<file path="config.mk">
export PLATFORM = sky130hd
export DESIGN_NAME = rob_controller
export DESIGN_NICKNAME = d
export VERILOG_FILES = /design/src/rtl/rob_controller.sv
export SDC_FILE = /design/constraint.sdc
export NUM_CORES = 1
export LEC_CHECK = 0
export CAP_MARGIN = 10
export CORE_MARGIN = 4
export CORE_UTILIZATION = 45
export CTS_CLUSTER_DIAMETER = 80
export DETAILED_ROUTE_END_ITERATION = 16
export PLACE_DENSITY = 0.59
export SLEW_MARGIN = 20
export SYNTH_ARGS = -nofsm -noshare
export SYNTH_HDL_FRONTEND = slang
export SYNTH_SLANG_ARGS = --single-unit
</file>
<file path="constraint.sdc">
create_clock -name clk -period 9.1 [get_ports clk]
set_input_delay 1.82 -clock clk [delete_from_list [all_inputs] [get_ports clk]]
set_output_delay 1.82 -clock clk [all_outputs]
set_load 0.02 [all_outputs]
</file>
<file path="src/rtl/rob_controller.sv">
// Reorder-buffer controller: in-order index allocation, out-of-order completion,
// in-order retire to the register file or store release, and exception/flush wipe.
module rob_controller #(
  parameter int unsigned ENTRIES = 10,
  parameter int unsigned IDX_W   = 4
) (
  input  logic              clk,
  input  logic              reset,
  input  logic              in_allocate,
  input  logic [4:0]        in_alloc_rd,
  input  logic              in_alloc_is_store,
  input  logic [31:0]       in_alloc_pc,
  output logic [IDX_W-1:0]  out_alloc_idx,
  output logic              out_full,
  output logic              out_stall,
  output logic              out_empty,
  output logic [IDX_W:0]    out_count,
  input  logic              in_complete,
  input  logic [IDX_W-1:0]  in_complete_idx,
  input  logic [31:0]       in_complete_data,
  input  logic [2:0]        in_complete_exception,
  input  logic              in_flush,
  output logic              out_rf_write_enable,
  output logic [4:0]        out_rf_write_reg,
  output logic [31:0]       out_rf_write_data,
  output logic              out_store_commit,
  output logic [IDX_W-1:0]  out_commit_idx,
  output logic              out_exception,
  output logic [2:0]        out_exception_vector,
  output logic [31:0]       out_exception_pc
);

  localparam int unsigned CNT_W = IDX_W + 1;
  localparam logic [IDX_W-1:0] LAST_IDX = IDX_W'(ENTRIES - 1);
  localparam logic [CNT_W-1:0] FULL_CNT = CNT_W'(ENTRIES);

  // Per-entry state
  logic        valid_q    [ENTRIES];
  logic        done_q     [ENTRIES];
  logic [4:0]  rd_q       [ENTRIES];
  logic        is_store_q [ENTRIES];
  logic [31:0] pc_q       [ENTRIES];
  logic [31:0] data_q     [ENTRIES];
  logic [2:0]  exc_q      [ENTRIES];

  logic [IDX_W-1:0] head_q, tail_q;
  logic [CNT_W-1:0] count_q;

  logic             full;
  logic             head_ready;
  logic             head_exc;
  logic             clear;
  logic             retire;
  logic             alloc_ok;
  logic             cmpl_in_range;
  logic             cmpl_ok;
  logic [IDX_W-1:0] head_d, tail_d;
  logic [CNT_W-1:0] count_d;

  // Pointers wrap at ENTRIES, which need not be a power of two
  function automatic logic [IDX_W-1:0] wrap_inc(input logic [IDX_W-1:0] p);
    return (p == LAST_IDX) ? '0 : p + IDX_W'(1);
  endfunction

  assign full          = (count_q == FULL_CNT);
  assign out_full      = full;
  assign out_stall     = in_allocate & full;
  assign out_empty     = (count_q == '0);
  assign out_count     = count_q;
  assign out_alloc_idx = tail_q;
  assign cmpl_in_range = ({1'b0, in_complete_idx} < FULL_CNT);

  // Retire/clear decisions and pointer/count next state
  always_comb begin
    head_ready = valid_q[head_q] & done_q[head_q];
    head_exc   = head_ready & (exc_q[head_q] != 3'd0);
    clear      = in_flush | head_exc;
    retire     = head_ready & ~clear;
    alloc_ok   = in_allocate & ~full & ~clear;
    cmpl_ok    = in_complete & cmpl_in_range & ~clear;
    if (cmpl_ok) begin
      cmpl_ok = valid_q[in_complete_idx];
    end

    head_d  = head_q;
    tail_d  = tail_q;
    count_d = count_q;
    if (clear) begin
      head_d  = '0;
      tail_d  = '0;
      count_d = '0;
    end else begin
      if (retire) head_d = wrap_inc(head_q);
      if (alloc_ok) tail_d = wrap_inc(tail_q);
      case ({alloc_ok, retire})
        2'b10:   count_d = count_q + CNT_W'(1);
        2'b01:   count_d = count_q - CNT_W'(1);
        default: count_d = count_q;
      endcase
    end
  end

  // Entry storage, pointers and registered retire/exception outputs
  always_ff @(posedge clk or negedge reset) begin
    if (!reset) begin
      for (int i = 0; i < int'(ENTRIES); i++) begin
        valid_q[i]    <= 1'b0;
        done_q[i]     <= 1'b0;
        rd_q[i]       <= '0;
        is_store_q[i] <= 1'b0;
        pc_q[i]       <= '0;
        data_q[i]     <= '0;
        exc_q[i]      <= '0;
      end
      head_q               <= '0;
      tail_q               <= '0;
      count_q              <= '0;
      out_rf_write_enable  <= 1'b0;
      out_rf_write_reg     <= '0;
      out_rf_write_data    <= '0;
      out_store_commit     <= 1'b0;
      out_commit_idx       <= '0;
      out_exception        <= 1'b0;
      out_exception_vector <= '0;
      out_exception_pc     <= '0;
    end else begin
      out_rf_write_enable <= 1'b0;
      out_store_commit    <= 1'b0;
      out_exception       <= 1'b0;
      head_q              <= head_d;
      tail_q              <= tail_d;
      count_q             <= count_d;

      if (clear) begin
        for (int i = 0; i < int'(ENTRIES); i++) begin
          valid_q[i] <= 1'b0;
          done_q[i]  <= 1'b0;
        end
        if (head_exc) begin
          out_exception        <= 1'b1;
          out_exception_vector <= exc_q[head_q];
          out_exception_pc     <= pc_q[head_q];
        end
      end else begin
        if (cmpl_ok) begin
          done_q[in_complete_idx] <= 1'b1;
          data_q[in_complete_idx] <= in_complete_data;
          exc_q[in_complete_idx]  <= in_complete_exception;
        end
        if (alloc_ok) begin
          valid_q[tail_q]    <= 1'b1;
          done_q[tail_q]     <= 1'b0;
          rd_q[tail_q]       <= in_alloc_rd;
          is_store_q[tail_q] <= in_alloc_is_store;
          pc_q[tail_q]       <= in_alloc_pc;
        end
        // Placed last so a same-cycle completion to the retiring head cannot revive it
        if (retire) begin
          valid_q[head_q]     <= 1'b0;
          done_q[head_q]      <= 1'b0;
          out_commit_idx      <= head_q;
          out_rf_write_enable <= ~is_store_q[head_q] & (rd_q[head_q] != 5'd0);
          out_rf_write_reg    <= rd_q[head_q];
          out_rf_write_data   <= data_q[head_q];
          out_store_commit    <= is_store_q[head_q];
        end
      end
    end
  end

endmodule

</file>
Word level (Yosys, flattened, before mapping) --
Index checks and enable logic that the tools add are counted. Widths: inputs -> output; s select.
Word-level totals: output and inout port bits 91, register bits after elaboration 842, input bits 82, logic and storage cells 201
Cells by class: $lt $le $gt $ge 7, equal/unequal tests 5, muxes and demuxes 68, add/subtract/negate cells 4, reductions and logical operators 13, bitwise gates (word level) 23
Operator list (number):
- $bwmux 320 | 2
- $bmux 32 s4 | 2
- $demux 32 s4 | 2
- $mux 32 | 6
- $mux 10 | 10
- $bwmux 50 | 1
- $and 10x10->10 | 3
- $bwmux 30 | 1
- $mux 4 | 6
- $bmux 5 s4 | 1
- $demux 5 s4 | 1
- $mux 5 | 4
- $not 10->10 | 2
- $or 10x10->10 | 2
- $mux 1 | 18
- $bmux 1 s4 | 4
- $ge 5x5->1 const B | 3
- $lt 5x1->1 const B | 3
- $not 4->5 | 3
- $bmux 3 s4 | 1
- $demux 1 s4 | 3
- $demux 3 s4 | 1
- $bwmux 10 | 1
- $pmux 5 s2 | 1
- 18 further kinds | 39

Longest topological paths before layout --
word-level depth 18, gate-level depth with buffers 14, gate-level depth less buffers 12

Worst setup path after synthesis --
No wires, ideal clock.
kind input to register, start point input in_complete_idx[0], end point register data_q[130] (netlist bit), slack 5.025 ns, arrival time 3.950 ns, library setup time 0.125 ns, path buffers 3, data required time 8.975 ns, stages 8, path through clkbuf_1 mux4_2 nand3_1 or3_1 buf_2 nor2_2 buf_6 mux2_2
On the way: longest elaborated chain between the ends 6, elaborated cells on any way between the ends 15, classes of those cells order compare: 3; mux: 7; bitwise: 3; reduce/logical: 2
RTL lines:
- from (decl) | line 19 | input logic [IDX_W-1:0] in_complete_idx,
- $not 4->5 (implied by the code) | line 82, 147
- $ge 5x5->1 (implied by the code) (tied with other cells) | line 147 | data_q[in_complete_idx] <= in_complete_data;
- $logic_and 1x1->1 (implied by the code) / $mux 1 (equally long branches) | line 147, 82
- $mux 32 (implied by the code) / $mux 1 (equally long branches) | line 147, 82
- $demux 32 s4 / $mux 1 (equally long branches) | line 147, 81
- $bwmux 320 / $reduce_and 2->1 (equally long branches)
- to (signal, indexed assignment) | line 147
- to (decl) | line 43 | logic [31:0] data_q [ENTRIES];
Several ways; a longest one is shown, not always the timed one. The select of a mux whose other input is x is not followed. A chain may end at the register's enable or synchronous reset.

Worst setup path in the final report --
start point register head_q[1], end point register pc_q[75] (netlist bit)
On the way: longest elaborated chain between the ends 10, elaborated cells on any way between the ends 17, classes of those cells mux: 9; bitwise: 6; reduce/logical: 2
RTL lines:
- from (decl) | line 46 | logic [IDX_W-1:0] head_q, tail_q;
- from (signal assigned) | line 115 | head_q <= '0;
- from (signal assigned) | line 130 | head_q <= head_d;
- $not 4->5 (implied by the code) (*) | line 75, 76
- $bmux 3 s4 / $bmux 1 s4 (equally long branches) | line 76, 75
- $mux 3 (implied by the code) / $mux 1 (equally long branches) (2 in series) | line 76, 75
- $reduce_bool 3->1 / $and 1x1->1 (equally long branches) | line 76, 75
- $and 1x1->1 (*) | line 76 | head_exc = head_ready & (exc_q[head_q] != 3'd0);
- $or 1x1->1 (*) | line 77 | clear = in_flush | head_exc;
- $not 1->1 (no line) (*)
- $and 1x1->1 | line 79 | alloc_ok = in_allocate & ~full & ~clear;
- $reduce_and 2->1 (no line) (*)
- to (signal, indexed assignment) | line 155 | pc_q[tail_q] <= in_alloc_pc;
- to (decl) | line 42 | logic [31:0] pc_q [ENTRIES];
Mark *: on every way between the ends. The rest lies on a longest branch, timed or not. The select of a mux whose other input is x is not followed.

==> Implementation_results.wiki <==
{| class="wikitable"
! Metric !! Value
|-
| Total number of yosys warnings || 0
|-
| Via density per instance || 5.71
|-
| Starting DRT DRC Count || 1167
|-
| Count of placed standard cells in the final layout, fillers left out || 3826
|-
| Avg Synthesized Cell Area || 14.5 um^2
|-
| Effective utilization at floorplan || 0.455
|-
| Hold Slack || 476 ps
|-
| Final routed DRC violation total || 0
|-
| Slowest-stage cell, CP || dfrtp_4
|-
| Final setup vio count || 0
|-
| Max-cap violation count || 0
|-
| Regs by FF count || data_q x320, pc_q x320, rd_q x50
|-
| Number of instances in the synthesized netlist || 2578
|-
| Slew margin rel. || 0.253
|-
| Total power consumption of the routed design || 10700 uW
|-
| Setup clock skew after layout || 27.8 ps
|-
| Unrepaired setup endpoints after global routing || false
|-
| Wire length of the first global-routing pass || 145000 um
|-
| Antenna violations before repair || 12
|-
| Critical-path maximum fanout || 58
|-
| Transition time of the tightest slew-check pin || 1110 ps
|-
| CTS root buffer || clkbuf_16
|-
| Area growth from synthesis to layout || 15.4%
|-
| Die span in x || 296 um
|-
| Number of top-level pins || 173
|-
| Final #Nets || 2759
|-
| Number of standard-cell rows in the floorplan || 105
|-
| Portion of the clock cycle consumed by the worst path in the final layout || 0.627
|-
| Total routing resource utilization after global routing || 0.214
|-
| Post_cts resized || 0
|-
| Unique masters post-synth || 65
|-
| Slew Limit Fails || 0
|-
| Final critical delay including setup and external delays || 5710 ps
|-
| Drt total wl || 92500 um
|-
| Hold buffer count at cts || 0
|-
| Max Freq || 175 MHz
|-
| Primary FF master, synth || dfrtp_1
|-
| Static leakage || 0.0195 uW
|-
| Sequential element share of the synthesized area || 0.563
|-
| Arrival @ worst endpoint || 6210 ps
|-
| IR Drop Worst-Case VDD || 0.143 mV
|-
| Flip-flop and latch count after synthesis || 842
|-
| # H-tree levels || 3
|-
| Largest net degree at the start of global routing || 176
|-
| Remaining antenna violation count || 0
|-
| Placer congestion estimate || 0.809
|-
| Routed via count || 21846
|-
| Worst path required time || 9600 ps
|-
| Slowest Stage Delay on Critical Path || 1050 ps
|-
| Maximum count of clock buffers along a single path || 3
|-
| CP cell instances || or3b_2, o32ai_1, a221o_1, o32a_1, nor3_1, nand3_2, buf_4, mux2_2
|-
| Number of enable-type register cells in the synthesized netlist || 0
|-
| Clock edge transition at the registers on the reported setup and hold paths || 60 ps
|-
| Ys async rst share || 1.00
|-
| Worst setup path category || flop to flop
|-
| Share of cells above drive strength 1 || 0.402
|-
| Worst Setup Start Kind || flop
|-
| Summed negative setup slack over all endpoints || 0 ps
|-
| Die Span Y || 296 um
|-
| WP buf/inv || 1
|-
| Cell area after technology mapping || 37400 um^2
|-
| Total congestion overflow || 0
|-
| Number of global-route vias before repair || 23723
|-
| Worst-skew pair later-pin latency || 640 ps
|-
| CP endpoint kind || flop
|-
| Wire length per cell || 24.2 um
|-
| Post-CTS setup repair buffer count || 0
|-
| Fin. Hold Viols || 0
|-
| Nets in the synthesized netlist || 2662
|-
| Buffers added on ports || 172
|-
| CP delay by family, top || simple AND/OR/NAND/NOR gates
|-
| Worst hold path class || flop to flop
|-
| HPWL Detailed || 52900 um
|-
| Total iterations of the first detailed-routing run || 5
|-
| Power density of the placed cells || 249 nW/um^2
|-
| Overall die area || 87900 um^2
|-
| Number of placed instances with taps included || 3650
|-
| CTS tree || built
|-
| Count of clock tree sinks || 842
|-
| Outcome || complete, no violations
|-
| Area of the core || 82200 um^2
|-
| Number of buffers inserted during clock tree synthesis || 93
|}
-- power breakdown --
group	internal (uW)	leakage, uW	switching, uW
combinational	1090	0.00659	703
clock	2390	0.00159	1540
sequential	4600	0.0113	422
-- worst paths after layout --
path	depth (start not counted)	slack [ps]	to	startpoint
max	8	3390	pc_q[75]	head_q[1]
min	2	480	out_rf_write_data[5]	out_rf_write_data[5]
max reg2reg	8	3390	pc_q[75]	head_q[1]
min reg2reg	2	480	out_rf_write_data[5]	out_rf_write_data[5]
max in group asynchronous	2	6250	head_q[0]	reset
min in group asynchronous	1	1260	out_rf_write_data[15]	reset
-- cells in the mapped netlist (all sizes together), types with 3 or more instances --
cell	number	area (um^2)
dfrtp	842	21100
mux2	746	8400
nand2	181	679
o21ai	150	751
mux4	148	3330
buf	133	741
a21oi	79	395
clkbuf	70	264
mux2i	68	681
nor2	24	108
inv	14	52.6
a22oi	10	75.1
a21boi	9	67.6
nor3	9	72.6
nand3	8	40.0
nor2b	8	50.1
o211a	8	80.1
a31oi	7	43.8
and2	5	31.3
nand2b	4	25.0
nor4	4	31.3
and3	3	18.8
nor3b	3	22.5
o31ai	3	27.5
or2	3	18.8
or3	3	18.8
-- layout make-up --
class | instances | area (um^2)
Sequential cell | 842 | 21100
Clock inverter | 30 | 469
Inverter | 15 | 56.3
Tap cell | 1070 | 1340
Antenna cell | 7 | 17.5
Clock buffer | 139 | 2770
Timing Repair Buffer | 205 | 2040
Fill cell | 6851 | 39100
Multi-Input combinational cell | 1518 | 15400
-- kinds of logic (layout without fill, tap and decap cells) --
kind of cell,count (synthesis),after routing,synth area share
muxes,962,962,0.332
adders and majority gates,2,2,0.000668
other,0,7,0
and+or+nand+nor,261,261,0.0315
xor gates and xnor gates,3,3,0.000702
AOI/OAI and AO/OA,290,290,0.0443
buffers and inverters,218,389,0.0283
DFF,842,842,0.563
-- layout by cell type (no fill, tap or decap), types with 4 or more instances in the layout --
cell             Yosys  final
clkbuf_16            0     93
a31oi_1              7      7
a21oi_1             79     79
nand2_1            181    174
inv_1               14     14
buf_12               0      5
clkdlybuf4s50_1      0    171
nand2b_1             4      4
mux2_2             738    738
o211a_1              8      8
nor2b_1              8      7
nor2_1              17     16
mux4_2             148    148
mux2_1               8      8
diode_2              0      7
clkinv_2             0     11
clkbuf_1            69     19
nand2_4              0      6
dfrtp_1            842    840
nand3_1              8      6
clkbuf_8             0     27
buf_4                1     28
nor2_4               0      7
a22oi_1             10     10
nor3_1               6      6
and2_1               5      5
a21boi_0             9      9
o21ai_0            149    149
bufinv_16            0     10
mux2i_1             68     68
-- worst min-delay path, cell delays in order, from the launching register on --
cell     delay [ps]
dfrtp_1         340
nand2_1          40
o21ai_0          60
-- metrics by stage --
| step | utilization | setup WS [ps] | area, um^2 |
|---|---|---|---|
| after global placement | 0.486 | 3290 | 39900 |
| after floorplan | - | 5020 | 37400 |
| after CTS | 0.525 | 3320 | 43200 |
| after detailed placement | 0.486 | 3240 | 39900 |
| final | 0.525 | 3390 | 43200 |
| after global routing | 0.525 | 3090 | 43200 |
-- metal layers --
| metal | GRT usage | part of all wire |
|---|---|---|
| met5 | 0 | 0.00037 |
| met1 | 0.289 | 0.43 |
| met4 | 0.0561 | 0.020 |
| met2 | 0.359 | 0.50 |
| met3 | 0.0419 | 0.050 |
Power figures use the tool's default switching activity.
